===== config.mk =====
export PLATFORM = sky130hd
export DESIGN_NAME = axis_packet_gen
export DESIGN_NICKNAME = d
export VERILOG_FILES = /design/src/rtl/axis_packet_gen.sv
export SDC_FILE = /design/constraint.sdc
export NUM_CORES = 1
export LEC_CHECK = 0
export CAP_MARGIN = 20
export CORE_UTILIZATION = 26
export DETAILED_ROUTE_END_ITERATION = 6
export HOLD_SLACK_MARGIN = 0.12
export PLACE_DENSITY = 0.45
export SYNTH_ARGS = -nofsm -noshare
export SYNTH_HDL_FRONTEND = slang
export SYNTH_SLANG_ARGS = --single-unit

===== constraint.sdc =====
create_clock -name clk -period 5.7 [get_ports clk]
set_input_delay 1.425 -clock clk [delete_from_list [all_inputs] [get_ports clk]]
set_output_delay 1.425 -clock clk [all_outputs]
set_load 0.005 [all_outputs]

===== src/rtl/axis_packet_gen.sv =====
// rtl/axis_packet_gen.sv - stream packet source emitting an incrementing data pattern
// Emits pkt_len beats starting at seed on start, honours ready backpressure, counts packets.
module axis_packet_gen #(
    parameter int AXI_DATA_WIDTH = 32,
    parameter int LEN_WIDTH      = 16,
    parameter int CNT_WIDTH      = 16
) (
    input  logic                      clk,
    input  logic                      rst_n,
    input  logic                      start,
    input  logic [LEN_WIDTH-1:0]      pkt_len,
    input  logic [AXI_DATA_WIDTH-1:0] seed,
    output logic                      busy,
    output logic                      done,
    output logic [CNT_WIDTH-1:0]      pkt_cnt,
    output logic                      valid,
    output logic                      last,
    output logic [AXI_DATA_WIDTH-1:0] data,
    input  logic                      ready
);

    typedef enum logic {IDLE, SEND} state_t;

    state_t               state;
    logic [LEN_WIDTH-1:0] len;
    logic [LEN_WIDTH-1:0] beat_idx;
    logic [LEN_WIDTH-1:0] next_idx;

    // beat_idx only reaches len-1, so the increment never wraps even at the maximum length
    assign next_idx = beat_idx + LEN_WIDTH'(1);

    always_ff @(posedge clk or negedge rst_n) begin
        if (!rst_n) begin
            state    <= IDLE;
            len      <= '0;
            beat_idx <= '0;
            data     <= '0;
            valid    <= 1'b0;
            last     <= 1'b0;
            busy     <= 1'b0;
            done     <= 1'b0;
            pkt_cnt  <= '0;
        end else begin
            done <= 1'b0;
            case (state)
                IDLE: begin
                    if (start && (pkt_len != '0)) begin
                        len      <= pkt_len;
                        data     <= seed;
                        beat_idx <= '0;
                        last     <= (pkt_len == LEN_WIDTH'(1));
                        valid    <= 1'b1;
                        busy     <= 1'b1;
                        state    <= SEND;
                    end
                end
                SEND: begin
                    if (valid && ready) begin
                        if (last) begin
                            valid   <= 1'b0;
                            last    <= 1'b0;
                            busy    <= 1'b0;
                            done    <= 1'b1;
                            pkt_cnt <= pkt_cnt + CNT_WIDTH'(1);
                            state   <= IDLE;
                        end else begin
                            data     <= data + AXI_DATA_WIDTH'(1);
                            beat_idx <= next_idx;
                            last     <= (next_idx == len - LEN_WIDTH'(1));
                        end
                    end
                end
                default: state <= IDLE;
            endcase
        end
    end

endmodule

=== After elaboration in Yosys (flattened, before gate mapping) ===
Cells that the tools add are included.

* Flip-flop bits (word level): 84
* Input bits: 52
* Output and inout port bits: 52
* Word-level logic and storage cells: 50

* Add/subtract/negate cells: 4
* Eq/ne operators: 6
* Muxes and demuxes: 23
* Bitwise operators: 1
* Reduce and logical (&&, ||, !) cells: 8

{| class="wikitable"
|+ Operators with widths
! operator !! count
|-
| 32-bit two-way mux || 3
|-
| 32-bit one-hot mux with 2 select lines || 1
|-
| 16-bit two-way mux || 3
|-
| 16-bit by 1-bit adder with 16-bit output (second input constant) || 2
|-
| 32-bit by 1-bit adder with 32-bit output (second input constant) || 1
|-
| 16-bit one-hot mux with 2 select lines || 1
|-
| 16-bit by 1-bit == test with 1-bit output (second input constant) || 1
|-
| 16-bit == test || 1
|-
| 16-bit nonzero test || 1
|-
| 16-bit by 1-bit subtractor with 16-bit output (second input constant) || 1
|-
| 1-bit two-way mux || 12
|-
| 3-bit AND reduction || 3
|-
| 2-bit inequality test (second input constant) || 3
|-
| 1-bit one-hot mux with 2 select lines || 3
|-
| 2-bit AND reduction || 2
|-
| 1-bit logical AND || 2
|-
| 2-bit by 1-bit inequality test with 1-bit output (second input constant) || 1
|-
| 1-bit inverter || 1
|}

=== Longest topological paths before layout ===
* Depth after elaboration: 5
* Depth in mapped cells: 9
* Gate-level depth less buffers: 9

=== Least setup slack after synthesis ===
No wires, ideal clock.

* Path kind: in2reg
* From: in ready
* To: reg data[26]
* Setup time: 104 ps
* Arrival: 3087 ps
* Path slack: 2509 ps
* Stages on the path: 8
* Path through: and4b_1 > clkbuf_1 > nand2_1 > or2_2 > nor3_1 > nand3_1 > xor2_1 > a221oi_1

* Cells in the longest elaborated chain, start to end: 3

{| class="wikitable"
|+ Ends and longest elaborated chain
! element !! RTL line !! RTL
|-
| start, declared || 19 || <nowiki>input logic ready</nowiki>
|-
| 1-bit logical AND || 58 || <nowiki>if (valid && ready) begin</nowiki>
|-
| 2-bit by 1-bit inequality test with 1-bit output (no line) || - ||
|-
| 3-bit AND reduction (no line) || - ||
|-
| end signal, assigned || 67 || <nowiki>data <= data + AXI_DATA_WIDTH'(1);</nowiki>
|-
| end, declared || 18 || <nowiki>output logic [AXI_DATA_WIDTH-1:0] data,</nowiki>
|}

Every way passes these cells.
A chain may end at the register's enable or synchronous reset.

=== Worst setup path in the final report ===
Same ends and word-level chain as after synthesis.

==> flow_summary.yaml <==
outcome:
  status: "finished clean"
timing:
  holdWs_ns: 0.472
  fin_ws_ns: 1.99
  tns_ns: 0
  clock.fmax_ghz: 0.270
  skew_ns: 0.0107
  hold_violations: 0
  final_max_slew_viol_count: 0
  grt_setup_unrepaired: "false"
  fin_crit_sh_pct: 65.0
  tightest_slew_ns: 0.854
  finalSetupViolations: 0
  relSlewSlack_pct: 42.6
  fin_crit_ns: 3.71
grt:
  antenna_found_initial: 0
  overflow: 0
  grt_pass1_vias: 4592
  gr-usage-all-layers_pct: 15.7
  grt_max_degree: 49
  grt_pass1_wl_um: 24200
placed_design:
  portBuffers: 103
  place_ws_ns: 1.63
  dp_hpwl_um: 10400
  dpl-instance-area_mm2: 0.00610
  gp_congestion: 0.794
drt:
  wirelength_um: 14500
  routedWlPerCell_um: 16.6
  vias_per_cell: 5.04
  dr.first_iter.drc_count: 253
  vias: 4397
  drt_first_pass_iters: 4
  drc_errors: 0
  ant_nets: 0
die:
  fp.dieArea_mm2: 0.0191
  row_count: 49
  initial_core_util_pct: 26.7
  die_w_um: 138
  io_pins: 104
  die_y_um: 138
  core_mm2: 0.0180
clock_tree:
  cts.htree.levels: 3
  clk_latency_ns: 0.35
  clock-sinks: 84
  cts_max_path_buffers: 2
  numCtsBuffers: 9
  cts_root_buf: "clkbuf_16"
  post_cts_buffers: 0
  clkTransAtPathRegs_ns: 0.07
  post_cts_resized: 0
  hold_buffers: 0
  cts_tree: "yes"
pwr:
  ir_drop_mv: 0.169
  power.density_mw_per_mm2: 376
  p_leak_nw: 2.65
final_layout:
  diodes: 0
  drive_gt1_share_pct: 5.60
  fin_area_mm2: 0.00645
  final_common_cell: "clkdlybuf4s50_1"
  area_delta_synth_final_pct: 34.1
  final_util_pct: 35.8
  layout_common_cells: "clkdlybuf4s50_1 (102), nand2_1 (99), dfrtp_1 (84)"
  fin_nets: 695
  fillCellCount: 1874
synthesis:
  synth_cell_types: 49
  synth_simple_gate_area_share_pct: 24.6
  yosys_warnings: 0
  ys_ff_latch: 84
  syn-mean-instance-area_um2: 8.93
  synth_nets: 595
  ys.flop_type: "dfrtp_1"
  synth_mux_area_share_pct: 2.34
  synth_xor_area_share_pct: 12.5
  synth_top_family_by_area: "simple AND/OR/NAND/NOR gates"
  ys_seq_area_share_pct: 43.7
  synthArstFlopShare_pct: 100
  synth-adder-area-share_pct: 1.04
  syn_area_mm2: 0.00481
  syn_inst: 539
  synth_compound_area_share_pct: 13.5
  synth_edf_count: 0
worst_setup_path:
  critical_path_class: "in -> reg"
  r2r_setup_slack_ns: 2.70
  crit_path_end_kind: "register"
  cp-start-kind: "input port"
  crit_fanout: 27
  arrival_ns: 3.95
  cp_data_required_time_ns: 5.94
worst_hold_path:
  hp-class: "reg -> reg"
flow_run:
  cap_viol_max_count: 0
-- worst paths after layout --
kind,cells after the start,startpoint,to
max,9,ready,data[26]
min,1,pkt_cnt[15],pkt_cnt[15]
max in group asynchronous,2,rst_n,beat_idx[15]
min in group asynchronous,1,rst_n,pkt_cnt[15]
min reg2reg,1,pkt_cnt[15],pkt_cnt[15]
max reg2reg,7,len[5],last
-- critical path, stage by stage --
cell and delay [ns]:
clkdlybuf4s50_1 0.51, and4b_1 0.20, buf_4 0.29, nand2_1 0.13
or2_2 0.35, nor3_1 0.40, nand3_1 0.16, xor2_1 0.17
a221oi_1 0.29
-- where the power goes --
group          leakage, nW  switching, mW  internal [mW]
Clock                0.162          0.251          0.438
Sequential            1.11          0.194          0.727
Combinational         1.37          0.389          0.430
Total                 2.65          0.833           1.60
-- state kept, by name (all words and copies together), names as in the netlist --
signal	cells
data	32
pkt_cnt	16
done	1
last	1
len	16
state	1
beat_idx	16
valid	1
-- per-layer routing --
layer | GRT usage [%] | wire length [um] | vias up
met2 | 26.7 | 7150 | 89
li1 | - | - | 2116
met3 | 2.36 | 483 | 13
met4 | 6.07 | 242 | 0
met5 | 0 | 0 | -
met1 | 20.2 | 6590 | 2179
-- per-stage QoR --
stage | total power [mW] | std cells
floorplan | 1.41 | 539
global placement | 1.74 | 856
detailed placement | 1.75 | 856
CTS | 2.45 | 871
global route | 2.59 | 872
finish | 2.43 | 872
-- synthesized netlist by cell type, drive strengths merged, types with 5 or more instances --
master	number	area, um2
xor2	20	175
inv	6	22.5
o21ai	35	175
o31ai	7	52.6
a21oi	32	160
dfrtp	84	2100
o22ai	20	125
a211oi	5	37.5
and4	8	70.1
nand2	99	372
and3	13	83.8
nor2	29	109
clkbuf	19	71.3
and2	7	43.8
nor3	10	50.1
nor4	10	77.6
nand4	10	62.6
mux2i	9	90.1
nand3	33	165
xnor2	38	333
-- layout make-up --
class,instances,area [um2],share of cell area [%]
Clock inverter,4,97.6,1.51
Tap cell,229,287,4.44
Timing Repair Buffer,111,1100,17.0
Multi-Input combinational cell,427,2610,40.4
Inverter,6,22.5,0.349
Sequential cell,84,2100,32.6
Clock buffer,11,243,3.76
-- cells by family after synthesis --
| logic type | count (synthesis) |
|---|---|
| buffers and inverters | 28 |
| muxes | 11 |
| xor gates and xnor gates | 62 |
| and+or+nand+nor | 239 |
| DFF | 84 |
| AOI/OAI and AO/OA | 111 |
| adders and majority gates | 4 |
Power figures use the tool's default switching activity.
